==> config.mk <==
export PLATFORM = sky130hd
export DESIGN_NAME = json_command_parser
export DESIGN_NICKNAME = d
export VERILOG_FILES = /design/src/rtl/json_command_parser.sv
export SDC_FILE = /design/constraint.sdc
export NUM_CORES = 1
export LEC_CHECK = 0
export ABC_AREA = 1
export CAP_MARGIN = 20
export CORE_MARGIN = 2
export CORE_UTILIZATION = 45
export CTS_CLUSTER_DIAMETER = 200
export CTS_CLUSTER_SIZE = 8
export DETAILED_ROUTE_END_ITERATION = 8
export GPL_TIMING_DRIVEN = 0
export PLACE_DENSITY = 0.62
export REMOVE_ABC_BUFFERS = 1
export SLEW_MARGIN = 0
export SYNTH_ARGS = -nofsm -noshare
export SYNTH_HDL_FRONTEND = slang
export SYNTH_SLANG_ARGS = --single-unit
==> constraint.sdc <==
create_clock -name clk -period 3.14 [get_ports clk]
set_input_delay 0.314 -clock clk [delete_from_list [all_inputs] [get_ports clk]]
set_output_delay 0.314 -clock clk [all_outputs]
set_load 0.01 [all_outputs]
==> src/rtl/json_command_parser.sv <==
// Decodes fixed 28-byte command frames {"T":d,"L":sd.dd,"R":sd.dd}\n from a UART byte stream
// into a trigger bit and two signed hundredths values, flagging bad characters and stalls.
module json_command_parser #(
  parameter int VAL_W          = 11,
  parameter int TIMEOUT_CYCLES = 100000
) (
  input  logic             clk,
  input  logic             rst_n,
  input  logic [7:0]       rx_data,
  input  logic             rx_valid,
  output logic             cmd_t,
  output logic [VAL_W-1:0] left_val,
  output logic [VAL_W-1:0] right_val,
  output logic             frame_valid,
  output logic             frame_error,
  output logic [1:0]       error_code,
  output logic             busy
);

  localparam int CW = $clog2(TIMEOUT_CYCLES + 1);

  typedef enum logic {HUNT, RECV} state_t;

  state_t      state;
  logic [4:0]  idx;
  logic [CW-1:0] tmr;
  logic        sh_t, neg_l, neg_r;
  logic [9:0]  mag_l, mag_r;

  logic        is_digit, is_sign, byte_ok;
  logic [9:0]  d1, d10, d100;
  logic [VAL_W-1:0] l_ext, r_ext;

  assign is_digit = (rx_data >= "0") && (rx_data <= "9");
  assign is_sign  = (rx_data == "-") || (rx_data == "0");
  assign d1   = {6'd0, rx_data[3:0]};
  assign d10  = d1 * 10'd10;
  assign d100 = d1 * 10'd100;
  assign l_ext = VAL_W'(mag_l);
  assign r_ext = VAL_W'(mag_r);
  assign busy  = (state == RECV);

  // Template check for the byte at the current position (index 0 is handled in HUNT).
  always_comb begin
    byte_ok = 1'b0;
    case (idx)
      5'd1, 5'd3, 5'd7, 5'd9, 5'd17, 5'd19: byte_ok = (rx_data == "\"");
      5'd2:                                 byte_ok = (rx_data == "T");
      5'd4, 5'd10, 5'd20:                   byte_ok = (rx_data == ":");
      5'd5:                                 byte_ok = (rx_data == "0") || (rx_data == "1");
      5'd6, 5'd16:                          byte_ok = (rx_data == ",");
      5'd8:                                 byte_ok = (rx_data == "L");
      5'd18:                                byte_ok = (rx_data == "R");
      5'd11, 5'd21:                         byte_ok = is_sign;
      5'd12, 5'd14, 5'd15,
      5'd22, 5'd24, 5'd25:                  byte_ok = is_digit;
      5'd13, 5'd23:                         byte_ok = (rx_data == ".");
      5'd26:                                byte_ok = (rx_data == "}");
      5'd27:                                byte_ok = (rx_data == 8'h0A);
      default:                              byte_ok = 1'b0;
    endcase
  end

  always_ff @(posedge clk) begin
    if (!rst_n) begin
      state       <= HUNT;
      idx         <= 5'd0;
      tmr         <= '0;
      sh_t        <= 1'b0;
      neg_l       <= 1'b0;
      neg_r       <= 1'b0;
      mag_l       <= '0;
      mag_r       <= '0;
      cmd_t       <= 1'b0;
      left_val    <= '0;
      right_val   <= '0;
      frame_valid <= 1'b0;
      frame_error <= 1'b0;
      error_code  <= 2'b00;
    end else begin
      frame_valid <= 1'b0;
      frame_error <= 1'b0;
      case (state)
        HUNT: begin
          tmr <= '0;
          if (rx_valid && rx_data == "{") begin
            state <= RECV;
            idx   <= 5'd1;
          end
        end
        RECV: begin
          if (rx_valid) begin
            tmr <= '0;
            if (byte_ok) begin
              case (idx)
                5'd5:  sh_t  <= rx_data[0];
                5'd11: neg_l <= (rx_data == "-");
                5'd12: mag_l <= d100;
                5'd14: mag_l <= mag_l + d10;
                5'd15: mag_l <= mag_l + d1;
                5'd21: neg_r <= (rx_data == "-");
                5'd22: mag_r <= d100;
                5'd24: mag_r <= mag_r + d10;
                5'd25: mag_r <= mag_r + d1;
                default: ;
              endcase
              if (idx == 5'd27) begin
                cmd_t       <= sh_t;
                left_val    <= neg_l ? -l_ext : l_ext;
                right_val   <= neg_r ? -r_ext : r_ext;
                frame_valid <= 1'b1;
                error_code  <= 2'b00;
                state       <= HUNT;
              end else begin
                idx <= idx + 5'd1;
              end
            end else begin
              frame_error <= 1'b1;
              error_code  <= 2'b01;
              // A stray '{' is taken as the start of a fresh frame.
              if (rx_data == "{") idx <= 5'd1;
              else                state <= HUNT;
            end
          end else if (tmr == CW'(TIMEOUT_CYCLES - 1)) begin
            frame_error <= 1'b1;
            error_code  <= 2'b10;
            state       <= HUNT;
            tmr         <= '0;
          end else begin
            tmr <= tmr + CW'(1);
          end
        end
        default: state <= HUNT;
      endcase
    end
  end

endmodule

==> flow_summary_export.csv <==
group,metric,value,unit
pwr,p_leak,2.79,nW
floorplan,start_util,46.4,%
hold_path,worstHoldPathCells,2,
sta,tightest_slew,893,ps
global_route,grt_pass1_vias,5132,
sta,hold_violations,0,
layout,postLayoutCoreUtil,53.7,%
run,cap_violations,0,
sta,max_freq,343,MHz
detailed_routing,viasPerCell,5.31,
setup_path,reg2reg_slack,310,ps
floorplan,io_pins,39,
setup_path,cp.depth,13,
synth,ys_types,46,
outcome,status,"finished clean",
sta,maxSlewHeadroom,40.4,%
synth,ys_ff_latch,73,
layout,multi_input_area,3680,sq um
setup_path,path_buf_inv,1,
placement,io_buffers,38,
placement,place_hpwl,10.7,mm
setup_path,crit_slowest_cell,"dlygate4sd2_1",
setup_path,crit_path_max_incr_delay,420,ps
setup_path,worst_r2r_endpoint,"right_val[7]",
cts,htree_levels,3,
detailed_routing,drt_iter0_drc,309,
pwr,ir_worst_vdd,222,uV
global_route,grt_usage,23.0,%
layout,diodes,0,
synth,synth_cells,824,
floorplan,rows,40,
layout,nets,920,
setup_path,startpoint_type,"input port",
pwr,power.density,351,nW/um^2
layout,seq_area,1470,sq um
synth,postSynthAreaPerCell,6.83,sq um
global_route,grt_max_degree,52,
sta,min_period,2920,ps
cts,clkSinkCount,73,
sta,setup_viol,0,
setup_path,worstPathArrival,3150,ps
detailed_routing,ant_nets,0,
setup_path,worstPathMaxFanout,9,
detailed_routing,remaining_drc_errors,0,
setup_path,critPathTopFamily,"adder cells",
floorplan,die-area,13400,sq um
detailed_routing,via_count,5467,
detailed_routing,dr.pass1.iters,5,
detailed_routing,wl,14.7,mm
global_route,overflow,0,
cts,clkTransAtPathRegs,60,ps
layout,final_cells,1029,
placement,gp_congestion,0.893,
cts,cts-root-buf,"clkbuf_16",
floorplan,die_w,116,um
setup_path,endpoint_kind,"flop",
placement,dp_cells,1008,
detailed_routing,wl_per_cell,14.3,um
cts,numCtsBuffers,9,
synth,ys_warn_count,0,
cts,cts_hold_buffers,0,
setup_path,reg2reg_from,"idx[0]",
setup_path,crit_type,"input port to flop",
setup_path,worstPathRequired,3380,ps
cts,cts_buffer_depth,2,
global_route,grt_first_pass_wirelength,24.3,mm
layout,nFillCells,1273,
layout,final_layout_size_suffix_gt1_share,10.3,%
hold_path,holdPathEnd,"error_code[0]",
synth,yosysSeqAreaShare,26.0,%
layout,syn_to_final_growth,15.7,%
global_route,antenna_found_initial,0,
sta,slew_violations,0,
floorplan,die_height,116,um
cts,clkLatencyLatePin,350,ps
sta,rsz0062_at_grt,"false",
hold_path,worstHoldPathType,"flop to flop",
sta,clock_skew,5.33,ps
hold_path,min_from,"error_code[0]",
setup_path,r2r_cells,19,
pwr,finalPower,0.00228,W
floorplan,core,12100,sq um
sta,period_share,92.9,%
setup_path,cp_cell_sequence,"dlygate4sd2_1, ha_1, ha_1, fa_1, xor2_1, ha_1, a21oi_1, o211ai_1, or2_2, nand3_1, o21ai_0, a21oi_1, a21oi_1",
cts,cts_tree,"done",
synth,synthesis.area,5620,sq um
[worst register-to-register path, cell delays in order, from the launching register on]
cell and delay, ps:
dfxtp_2 380, ha_4 180, inv_1 60, nor2_1 180, ha_4 230, inv_1 90
nand2_1 160, inv_2 110, nand2_1 100, o21ai_1 70, nand2_1 70, nand2_1 50
nand2_1 70, inv_2 40, nand2_4 170, nand2_4 130, nor2_8 200, buf_4 220
o21ai_1 90, a21oi_2 150
[kinds of logic (layout without fill, tap and decap cells)]
kind of cell | Yosys count | after routing | synth area share (%)
adders and majority gates | 53 | 53 | 12.6
and+or+nand+nor | 369 | 370 | 30.0
AOI/OAI and AO/OA | 181 | 181 | 18.4
DFF | 73 | 73 | 26.0
xor gates and xnor gates | 23 | 23 | 3.58
buffers and inverters | 125 | 161 | 9.39
[worst max-delay path by stage]
stage               start      endpoint
2_1_floorplan      idx[2]   left_val[2]
3_3_place_gp   rx_data[1]  right_val[9]
3_5_place_dp   rx_data[1]   left_val[2]
4_1_cts        rx_data[3]      mag_r[9]
5_1_grt            idx[0]  right_val[3]
6_report       rx_data[2]      mag_r[9]
[routing by layer]
layer	wire length, um	part of all wire, %	GRT usage, %	up-vias
li1	-	-	-	2832
met1	7000	48	29.9	2516
met2	6950	47	39.3	96
met3	476	3.2	3.24	23
met4	256	1.7	7.46	0
met5	0	0	0	-
[power by group]
| group | total, W | switching [W] | internal [W] |
|---|---|---|---|
| combinational | 0.000188 | 0.000118 | 0.0000696 |
| sequential | 0.000925 | 0.000000124 | 0.000925 |
| clock | 0.00117 | 0.000424 | 0.000745 |
| total | 0.00228 | 0.000542 | 0.00174 |
[cells in the final DEF, fill, tap and decap left out, drive strengths merged]
master	Yosys	layout
nand2	150	150
inv	100	102
nor2	100	101
a21oi	80	80
o21ai	77	77
dfxtp	73	73
nand3	65	65
ha	47	47
clkdlybuf4s50	0	33
nand4	21	21
xor2	19	19
nor3	18	18
clkbuf	11	13
or2	9	9
o221ai	7	7
fa	6	6
buf	11	6
o211ai	4	4
xnor2	4	4
nor4	4	4
clkinv	3	3
o22ai	2	2
o31ai	2	2
a31oi	2	2
o21a	2	2
bufinv	0	2
o21bai	1	1
a211oi	1	1
a32o	1	1
o31a	1	1
nor3b	1	1
o221a	1	1
and3	1	1
clkinvlp	0	1
dlygate4sd2	0	1
[metrics by stage]
step	instance area [sq um]	hold slack (ps)	worst slack (ps)	setup TNS (ps)
3_5_place_dp	6070	459	-919	-33450
6_report	6510	468	222	0
3_3_place_gp	6080	430	-927	-34480
4_1_cts	6490	469	25.1	0
5_1_grt	6510	499	36.5	0
2_1_floorplan	5490	406	402	0
[cell type report]
cell class / count / share of cell area [%]
Clock inverter: 5 / 1.31
Sequential cell: 73 / 22.6
Tap cell: 168 / 3.23
Multi-Input combinational cell: 627 / 56.6
Timing Repair Buffer: 42 / 6.37
Clock buffer: 11 / 3.88
Inverter: 103 / 6.02
[flip-flops by register name, indices dropped and copies added, names as in the netlist]
name and count:
error_code 2, frame_valid 1, left_val 11, tmr 17, cmd_t 1, mag_r 10
right_val 11, sh_t 1, frame_error 1, busy 1, mag_l 10, neg_l 1
neg_r 1, idx 5
[timing repair]
item,in CTS,in global routing
endpoints found under the setup margin,49,41
pin swaps,2,0
gates cloned,1,0
setup buffers,4,0
gates resized for setup,13,17
[cell usage after synthesis (all sizes together)]
library cell,n,area share [%]
a211oi,1,0.13
a21oi,80,8.1
a31oi,2,0.22
a32o,1,0.18
and3,1,0.11
buf,11,1.7
clkbuf,11,0.73
clkinv,3,0.20
dfxtp,73,26
fa,6,2.1
ha,47,10
inv,100,6.7
nand2,150,10
nand3,65,6.1
nand4,21,2.6
nor2,100,7.4
nor3,18,1.8
nor3b,1,0.13
nor4,4,0.44
o211ai,4,0.53
o21a,2,0.27
o21ai,77,6.9
o21bai,1,0.13
o221a,1,0.20
o221ai,7,1.1
o22ai,2,0.22
o31a,1,0.16
o31ai,2,0.27
or2,9,1.0
xnor2,4,0.62
xor2,19,3.0
No activity file was read; power rests on OpenSTA's default activity.
